`src/rtl/rhs_seq_pkg.sv`:
```
// Shared types and constants for the RHS command sequencer.
package rhs_seq_pkg;

  localparam int unsigned RHS_WORD_W    = 32;
  localparam logic [31:0] RHS_DUMMY_CMD = 32'hC0FF_0000;
  localparam int unsigned RHS_PIPE_LAT  = 2;
  localparam int unsigned RHS_TAG_IDX_W = 8;

  typedef enum logic [2:0] {
    IDLE,
    ISSUE,
    WAIT_DONE,
    RELEASE,
    FLUSH
  } rhs_seq_state_t;

  typedef struct packed {
    logic                     valid;
    logic [RHS_TAG_IDX_W-1:0] idx;
  } rhs_tag_t;

endpackage

```
`src/rtl/rhs_seq_tag_pipe.sv`:
```
// Tag delay line matching the RHS result latency: the tag pushed at issue
// enters the shift chain on that transaction's done and leaves DEPTH dones later.
module rhs_seq_tag_pipe
  import rhs_seq_pkg::*;
#(
  parameter int unsigned DEPTH = RHS_PIPE_LAT
) (
  input  logic     clk,
  input  logic     rst,
  input  logic     clear,
  input  logic     push,
  input  rhs_tag_t push_tag,
  input  logic     pop,
  output rhs_tag_t pop_tag
);

  rhs_tag_t pending;
  rhs_tag_t stage [DEPTH];

  always_ff @(posedge clk or posedge rst) begin
    if (rst) begin
      pending <= '0;
      for (int unsigned i = 0; i < DEPTH; i++) stage[i] <= '0;
    end else if (clear) begin
      pending <= '0;
      for (int unsigned i = 0; i < DEPTH; i++) stage[i] <= '0;
    end else begin
      if (push) pending <= push_tag;
      if (pop) begin
        stage[0] <= pending;
        for (int unsigned i = 1; i < DEPTH; i++) stage[i] <= stage[i-1];
      end
    end
  end

  assign pop_tag = stage[DEPTH-1];

endmodule

```
`src/rtl/rhs_cmd_sequencer.sv`:
```
// Walks the command table into the RHS SPI master and realigns tagged results.
// Optional watchdog: define RHS_SEQ_TIMEOUT_EN.
module rhs_cmd_sequencer
  import rhs_seq_pkg::*;
#(
  parameter int unsigned NUM_CMDS       = 16,
  parameter int unsigned PIPE_LAT       = RHS_PIPE_LAT,
  parameter logic [31:0] DUMMY_CMD      = RHS_DUMMY_CMD,
  parameter int unsigned TIMEOUT_CYCLES = 1024,
  localparam int unsigned IDX_W         = $clog2(NUM_CMDS)
) (
  input  logic                  clk,
  input  logic                  rst,
  input  logic                  cfg_we,
  input  logic [IDX_W-1:0]      cfg_addr,
  input  logic [RHS_WORD_W-1:0] cfg_data,
  input  logic [IDX_W:0]        cmd_count,
  input  logic                  run_start,
  input  logic                  run_loop,
  output logic                  seq_busy,
  output logic                  spi_start,
  output logic [RHS_WORD_W-1:0] spi_data_in,
  input  logic                  spi_done,
  input  logic [RHS_WORD_W-1:0] spi_data_out,
  output logic                  res_valid,
  output logic [RHS_WORD_W-1:0] res_data,
  output logic [IDX_W-1:0]      res_idx,
  output logic                  seq_err
);

  localparam int unsigned    FLUSH_W = (PIPE_LAT > 1) ? $clog2(PIPE_LAT) : 1;
  localparam logic [IDX_W:0] CNT_MAX = (IDX_W+1)'(NUM_CMDS);

  logic [RHS_WORD_W-1:0] cmd_tbl [NUM_CMDS];
  rhs_seq_state_t        state, state_nxt;
  logic [IDX_W-1:0]      idx;
  logic [IDX_W:0]        cnt_lat;
  logic                  flushing;
  logic [FLUSH_W-1:0]    flush_cnt;
  logic                  start_ok, addr_ok, more_cmds, flush_last, wd_expired;
  logic                  tag_push, tag_pop, tag_clear;
  rhs_tag_t              push_tag, pop_tag;

  if ((1 << IDX_W) == NUM_CMDS) begin : g_addr_full
    assign addr_ok = 1'b1;
  end else begin : g_addr_part
    assign addr_ok = (32'(cfg_addr) < NUM_CMDS);
  end

  always_ff @(posedge clk) begin
    if (cfg_we && addr_ok) cmd_tbl[cfg_addr] <= cfg_data;
  end

  assign start_ok   = (state == IDLE) && run_start && (cmd_count != '0) && (cmd_count <= CNT_MAX);
  assign more_cmds  = (({1'b0, idx} + (IDX_W+1)'(1)) < cnt_lat);
  assign flush_last = (flush_cnt == FLUSH_W'(PIPE_LAT - 1));
  assign push_tag   = '{valid: !flushing, idx: RHS_TAG_IDX_W'(idx)};
  assign seq_busy   = (state != IDLE);

  rhs_seq_tag_pipe #(.DEPTH(PIPE_LAT)) u_tag_pipe (
    .clk      (clk),
    .rst      (rst),
    .clear    (tag_clear),
    .push     (tag_push),
    .push_tag (push_tag),
    .pop      (tag_pop),
    .pop_tag  (pop_tag)
  );

  if (IDX_W < RHS_TAG_IDX_W) begin : g_tag_hi
    logic unused_tag_hi;
    assign unused_tag_hi = ^pop_tag.idx[RHS_TAG_IDX_W-1:IDX_W];
  end

  always_comb begin
    state_nxt = state;
    tag_push  = 1'b0;
    tag_pop   = 1'b0;
    tag_clear = 1'b0;
    case (state)
      IDLE:      if (start_ok) state_nxt = ISSUE;
      ISSUE: begin
        tag_push  = 1'b1;
        state_nxt = WAIT_DONE;
      end
      WAIT_DONE: if (spi_done) begin
        tag_pop   = 1'b1;
        state_nxt = RELEASE;
      end
      RELEASE:   if (!spi_done) begin
        if (flushing)                    state_nxt = flush_last ? IDLE : ISSUE;
        else if (more_cmds || run_loop)  state_nxt = ISSUE;
        else                             state_nxt = FLUSH;
      end
      FLUSH:     state_nxt = ISSUE;
      default:   state_nxt = IDLE;
    endcase
    if (wd_expired) begin
      state_nxt = IDLE;
      tag_push  = 1'b0;
      tag_pop   = 1'b0;
      tag_clear = 1'b1;
    end
  end

  always_ff @(posedge clk or posedge rst) begin
    if (rst) begin
      state       <= IDLE;
      idx         <= '0;
      cnt_lat     <= '0;
      flushing    <= 1'b0;
      flush_cnt   <= '0;
      spi_start   <= 1'b0;
      spi_data_in <= '0;
      res_valid   <= 1'b0;
      res_data    <= '0;
      res_idx     <= '0;
    end else begin
      state     <= state_nxt;
      res_valid <= 1'b0;
      if (wd_expired) begin
        spi_start <= 1'b0;
        flushing  <= 1'b0;
        flush_cnt <= '0;
      end else begin
        case (state)
          IDLE: if (start_ok) begin
            idx       <= '0;
            cnt_lat   <= cmd_count;
            flushing  <= 1'b0;
            flush_cnt <= '0;
          end
          ISSUE: begin
            spi_start   <= 1'b1;
            spi_data_in <= flushing ? DUMMY_CMD : cmd_tbl[idx];
          end
          WAIT_DONE: if (spi_done) begin
            spi_start <= 1'b0;
            if (pop_tag.valid) begin
              res_valid <= 1'b1;
              res_data  <= spi_data_out;
              res_idx   <= pop_tag.idx[IDX_W-1:0];
            end
          end
          RELEASE: if (!spi_done) begin
            if (flushing) begin
              if (flush_last) flushing <= 1'b0;
              else            flush_cnt <= flush_cnt + FLUSH_W'(1);
            end else if (more_cmds) begin
              idx <= idx + IDX_W'(1);
            end else if (run_loop) begin
              idx <= '0;
            end
          end
          FLUSH: begin
            flushing  <= 1'b1;
            flush_cnt <= '0;
          end
          default: ;
        endcase
      end
    end
  end

`ifdef RHS_SEQ_TIMEOUT_EN
  localparam int unsigned WD_W = $clog2(TIMEOUT_CYCLES + 1);

  logic [WD_W-1:0] wd_cnt;
  logic            wd_active;
  logic            seq_err_q;

  // One budget covers both the done wait and the done-release wait.
  assign wd_active  = (state == WAIT_DONE) || (state == RELEASE);
  assign wd_expired = wd_active && (wd_cnt == WD_W'(TIMEOUT_CYCLES - 1));
  assign seq_err    = seq_err_q;

  always_ff @(posedge clk or posedge rst) begin
    if (rst) begin
      wd_cnt    <= '0;
      seq_err_q <= 1'b0;
    end else begin
      if (wd_active && !wd_expired) wd_cnt <= wd_cnt + WD_W'(1);
      else                          wd_cnt <= '0;
      if (wd_expired)    seq_err_q <= 1'b1;
      else if (start_ok) seq_err_q <= 1'b0;
    end
  end
`else
  logic unused_timeout;
  assign unused_timeout = (TIMEOUT_CYCLES != 0);
  assign wd_expired     = 1'b0;
  assign seq_err        = 1'b0;
`endif

endmodule

```
`config.mk`:
```
export PLATFORM = sky130hd
export DESIGN_NAME = rhs_cmd_sequencer
export DESIGN_NICKNAME = d
export VERILOG_FILES = /design/src/rtl/rhs_seq_pkg.sv /design/src/rtl/rhs_seq_tag_pipe.sv /design/src/rtl/rhs_cmd_sequencer.sv
export SDC_FILE = /design/constraint.sdc
export NUM_CORES = 1
export LEC_CHECK = 0
export BUFFER_PORTS_ARGS = -buffer_cell sky130_fd_sc_hd__buf_2
export CORE_MARGIN = 2
export CORE_UTILIZATION = 30
export CTS_CLUSTER_DIAMETER = 80
export DETAILED_ROUTE_END_ITERATION = 10
export PLACE_DENSITY = 0.48
export SYNTH_ARGS = -nofsm -noshare
export SYNTH_HDL_FRONTEND = slang
export SYNTH_SLANG_ARGS = --single-unit
```
`constraint.sdc`:
```
create_clock -name clk -period 6.8 [get_ports clk]
set_input_delay 0.68 -clock clk [delete_from_list [all_inputs] [get_ports clk]]
set_output_delay 0.68 -clock clk [all_outputs]
set_load 0.05 [all_outputs]
```
# Word level (Yosys, flattened, before mapping)
# Memories as Yosys holds them, arrays and structs flattened.
# Cells that the tools add are included.
# Widths: inputs -> output; s select.
[word_totals]
wordCells = 83
output_inout_bits = 72
ff_bits = 99
n_memories = 1
mem_bits_rw = 512
inputBits = 79
[memory_table]
columns = ["memory", "words", "word_bits", "rd", "rd_ports_with_merged_regs", "wr", "line", "rtl"]
rows = [
  ["cmd_tbl", 16, 32, 1, 0, 1, "rhs_cmd_sequencer.sv:34", "logic [RHS_WORD_W-1:0] cmd_tbl [NUM_CMDS];"],
]
[classes]
mux = 33
order_cmp = 2
n_addsub = 3
n_eq_ne = 10
reduce_logical = 18
[op_table]
columns = ["operator", "count"]
rows = [
  ["$mux 32", 1],
  ["$mux 4", 5],
  ["$mux 1", 17],
  ["$mux 3", 5],
  ["$pmux 3 s5", 1],
  ["$ne 2x2->1 const B", 5],
  ["$reduce_and 3->1", 3],
  ["$pmux 4 s2", 1],
  ["$eq 3x2->1 const B", 2],
  ["$pmux 1 s3", 2],
  ["$reduce_bool 3->1", 2],
  ["$add 4x1->5 const B", 1],
  ["$le 5x5->1 const B", 1],
  ["$lt 5x5->1", 1],
  ["$reduce_and 5->1", 1],
  ["$reduce_bool 5->1", 1],
  ["$add 4x1->4 const B", 1],
  ["$reduce_and 2->1", 2],
  ["$reduce_and 4->1", 1],
  ["$reduce_bool 2->1", 2],
  ["$eq 3x1->1 const B", 1],
  ["$eq 3x3->1 const B", 1],
  ["$logic_and 1x1->1", 3],
  ["$logic_not 3->1", 1],
  ["other kinds (5)", 5],
]

# Logic depth before layout (Yosys ltp)
[logic_depth]
word_depth = 7
mapped_depth = 12
depth_no_buf = 8

# Cells and area by module
# A second synthesis with hierarchy kept.
[hier_totals]
cells_unflattened = 1174
hier_area_um2 = 24074.3
[by_module_without_submodules]
columns = ["module", "cells_per_inst", "seq_area_each_um2", "area_each_um2", "n_inst"]
rows = [
  ["rhs_cmd_sequencer", 1077, 17476.8, 22902.0, 1],
  ["rhs_seq_tag_pipe", 97, 675.6, 1172.4, 1],
]

# Worst setup path after synthesis
# OpenSTA, ideal clock, no wires.
[synth_path]
path_type = "input -> register"
from = "in cfg_addr[2]"
to = "mem cmd_tbl[0][0], enable pin"
stages = 2
required_time_ns = 6.339
setup_ns = 0.461
n_path_buf = 0
setup_slack_ns = 2.940
t_arrival_ns = 3.398
cell_sequence = "or3b_2 -> nor3_1"
[synth_rtl]
columns = ["element", "line", "rtl"]
rows = [
  ["start, declared", "rhs_cmd_sequencer.sv:15", "input logic [IDX_W-1:0] cfg_addr,"],
  ["end, declared", "rhs_cmd_sequencer.sv:34", ""],
]
# No word-level cell before the write port.

# Worst setup path after layout
[layout_path]
from = "reg idx[0]"
to = "reg idx[1]"
[layout_between]
elab_chain_cells = 6
elab_cells_between_ends = 9
classes_between = "add/sub (2); order compare (1); eq/ne (1); mux (4); reduce/logical (1)"
[layout_rtl]
columns = ["element", "line", "rtl"]
rows = [
  ["start, declared", "rhs_cmd_sequencer.sv:36", "logic [IDX_W-1:0] idx;"],
  ["start signal, assigned", "rhs_cmd_sequencer.sv:150", "idx <= idx + IDX_W'(1);"],
  ["$add 4x1->5", "rhs_cmd_sequencer.sv:55", "assign more_cmds = (({1'b0, idx} + (IDX_W+1)'(1)) < cnt_lat);"],
  ["$lt 5x5->1", "rhs_cmd_sequencer.sv:55", ""],
  ["$mux 4", "rhs_cmd_sequencer.sv:149", "end else if (more_cmds) begin"],
  ["$mux 4", "rhs_cmd_sequencer.sv:146", "if (flushing) begin"],
  ["$mux 4", "rhs_cmd_sequencer.sv:145", "RELEASE: if (!spi_done) begin"],
  ["$pmux 4 s2", "rhs_cmd_sequencer.sv:126", "case (state)"],
]
# Several ways; a longest one is shown, not always the timed one. The select of a mux whose other input is x is not followed.
# A chain may end at the register's enable or synchronous reset.

==> reports/qor.yml <==
critical_path:
  cp_cell_sequence: "buf_4 > nand3_1 > xnor2_1 > ha_1 > a21oi_1 > o21ai_0 > o21ba_2 > o21a_1 > mux2i_1"
  critPathCaptureType: "register"
  slowest_delay_ns: 0.99
  crit_required_ns: 7.29
  cp-start-kind: "register"
  crit_slowest_cell: "dfrtp_4"
  path_max_fanout: 41
  crit_type: "reg -> reg"
  crit_family: "flip-flops"
  crit_arrival_ns: 3.81
  path_buf_inv: 1
drt:
  drtIter0Drc: 853
  drc: 0
  drt-total-wl_mm: 56.8
  wire_per_inst_um: 23.6
  viasPerCell: 4.81
  dr.pass1.iters: 5
  vias: 11600
  ant_nets: 0
yosys:
  ys_seq_area_share_pct: 76.1
  yosysTopAreaCell: "edfxtp_1"
  yosys.area_share.simple_pct: 2.67
  ys.warnings.count: 0
  yosys.area_share.xor_xnor_pct: 0.0747
  avgSynthCellArea_um2: 20.9
  synthAdderAreaFrac_pct: 0.267
  async_flop_share_pct: 16.2
  synth-compound-area-share_pct: 2.59
  synth_top_area_share_pct: 65.5
  synth.distinct_cells: 47
  synth_edf_count: 512
  syn-num-nets: 1208
  netlist_area_mm2: 0.0235
  syn_inst: 1124
  synth-seq-cells: 611
  synth.mux.area_fraction_pct: 16.6
  synth_top_family_by_area: "multiplexers"
  dominantRegCellSynth: "edfxtp_1"
  synthTopCellsByArea: "edfxtp_1 (66%), mux4_2 (13%), dfrtp_1 (11%), mux2_2 (2.5%), nand2_1 (0.90%)"
floorplan:
  core-area_mm2: 0.0775
  io_pins: 151
  die_h_um: 284
  rows: 102
  fp.dieW_um: 284
  start_util_pct: 30.3
  dieArea_mm2: 0.0805
sta:
  fin_crit_sh_pct: 48.8
  hold_violations: 0
  final_max_slew_viol_count: 0
  worst_slew_pin_slew_ns: 0.953
  fin_setup_tns_ns: 0
  timing.slew.headroom_pct: 36.5
  grt_setup_unrepaired: "no"
  max_freq_mhz: 302
  setup_viol: 0
  skew_ns: 0.0272
  post-route-min-period_ns: 3.32
placed_design:
  dp_hpwl_mm: 28.6
  place_area_mm2: 0.0255
  gp_congestion: 0.713
  io_buffers: 149
cts:
  cts-buffers-inserted: 68
  root_buffer: "clkbuf_16"
  cts_tree: "built"
  cts_setup_buffers: 0
  cts_resized: 0
  worstSkewPairLatency_ns: 0.60
  cts_max_level: 3
  postCtsHoldBufs: 0
  clk_pin_slew_worst_paths_ns: 0.06
  clock_sinks: 611
  clk_path_buf_depth: 3
global_route:
  track_usage_pct: 14.2
  grt.overflow.total: 0
  busiest_layer: "met2"
  met1_usage_pct: 19.9
  grt_util_met3_pct: 2.99
  grt_max_degree: 60
  grt_pass1_wl_mm: 83.8
  grt_pass1_vias: 12200
  antenna_found_initial: 6
  grt_use_met2_pct: 22.4
power:
  ir_worst_vdd_mv: 0.188
  powerDensity_mw_per_mm2: 388
  power_leakage_uw: 0.00943
layout:
  antenna_cells: 0
  multi_input_area_mm2: 0.00532
  n_fill_cell: 7227
  regArea_mm2: 0.0179
  layout-drive-gt1-share_pct: 35.5
  fin_area_mm2: 0.0277
  syn_to_final_growth_pct: 17.9
  layout.nets: 1393
min_path:
  hold_class: "in -> async"
run:
  drv_cap: 0
status:
  run_status: "finished, final reports clean"
sequential cells by signal, summed over array words and instances, names as in the netlist, 5 cells and up:
signal	cells
u_tag_pipe.pending	5
u_tag_pipe.pop_tag	5
res_data	32
u_tag_pipe.stage	5
spi_data_in	32
cmd_tbl	512
cnt_lat	5
cells by family after synthesis:
group                    count (synthesis)
XOR/XNOR                                 2
AO/OA/AOI/OAI                           86
buffers and inverters                   74
multiplexers                           209
other                                    1
adder cells (fa/ha/maj)                  5
flip-flops                             611
AND/OR/NAND/NOR                        136
stage by stage:
step / setup slack [ns] / power (uW) / instances / hold WS (ns) / utilization, %
floorplan: 2.94 / 6610 / 1124 / 0.444 / -
global placement: 3.47 / 7260 / 2279 / 0.460 / 32.9
detailed placement: 3.40 / 7280 / 2279 / 0.469 / 32.9
CTS: 3.34 / 10900 / 2404 / 0.260 / 35.7
global route: 3.06 / 11200 / 2404 / 0.269 / 35.7
finish: 3.48 / 10700 / 2404 / 0.288 / 35.7
cell usage in the layout (no fill, tap or decap), types with 7 or more instances in the layout:
cell type / netlist / layout
inv_1: 13 / 11
and2_1: 14 / 14
clkbuf_16: 0 / 70
clkinv_1: 0 / 10
mux2i_1: 18 / 18
nor2_4: 0 / 12
mux2_2: 53 / 53
nor2_1: 27 / 14
buf_4: 7 / 27
a21oi_1: 18 / 18
o21ai_0: 7 / 7
nand2_1: 56 / 55
buf_2: 13 / 149
nand3_1: 18 / 18
clkinv_2: 0 / 7
dfrtp_1: 99 / 96
a211oi_1: 15 / 15
mux4_2: 138 / 138
a32o_1: 8 / 8
a22o_1: 14 / 14
edfxtp_1: 512 / 512
clkbuf_1: 26 / 24
o21ai_1: 10 / 10
worst register-to-register path: stages (launching register included):
cell and delay, ns:
dfrtp_4 0.99, buf_4 0.61, nand3_1 0.18, xnor2_1 0.19, ha_1 0.21, a21oi_1 0.24, o21ai_0 0.11, o21ba_2 0.30
o21a_1 0.20, mux2i_1 0.21
final cells by class:
cell class / count / share of cell area (%)
Clock buffer: 97 / 6.81
Clock inverter: 28 / 1.09
Multi-Input combinational cell: 439 / 19.2
Sequential cell: 611 / 64.6
Tap cell: 1040 / 4.70
Timing Repair Buffer: 176 / 3.43
Inverter: 13 / 0.185
synth_stat cells, drive strengths merged, types with 13 or more instances:
master	instances
mux2i	18
dfrtp	99
a211oi	15
inv	13
nand3	18
nor2	27
clkbuf	26
and2	14
buf	35
mux4	138
edfxtp	512
mux2	53
a22o	14
a21oi	18
nand2	57
o21ai	17
worst paths after layout:
kind	endpoint	from	slack (ns)	cells past startpoint
worst max-delay path	idx[1]	idx[0]	3.48	9
worst min-delay path	spi_data_in[10]	rst	0.29	2
worst max register to register	idx[1]	idx[0]	3.48	9
worst min register to register	u_tag_pipe.pending[8]	u_tag_pipe.pending[8]	0.48	1
max in group asynchronous	idx[2]	rst	5.22	3
min in group clk	state[2]	run_loop	0.30	2
where the power goes:
| part | internal (uW) | switching, uW |
|---|---|---|
| Sequential | 4390 | 269 |
| Clock | 2130 | 1460 |
| Combinational | 925 | 1560 |
| Total | 7440 | 3290 |
metal layers:
layer  vias to the layer above  share of wire [%]
met5                         -              0.060
met4                         6                1.8
met3                        82                5.3
met2                       314                 47
met1                      6207                 46
li1                       4955                  -
No activity file was read; power rests on OpenSTA's default activity.
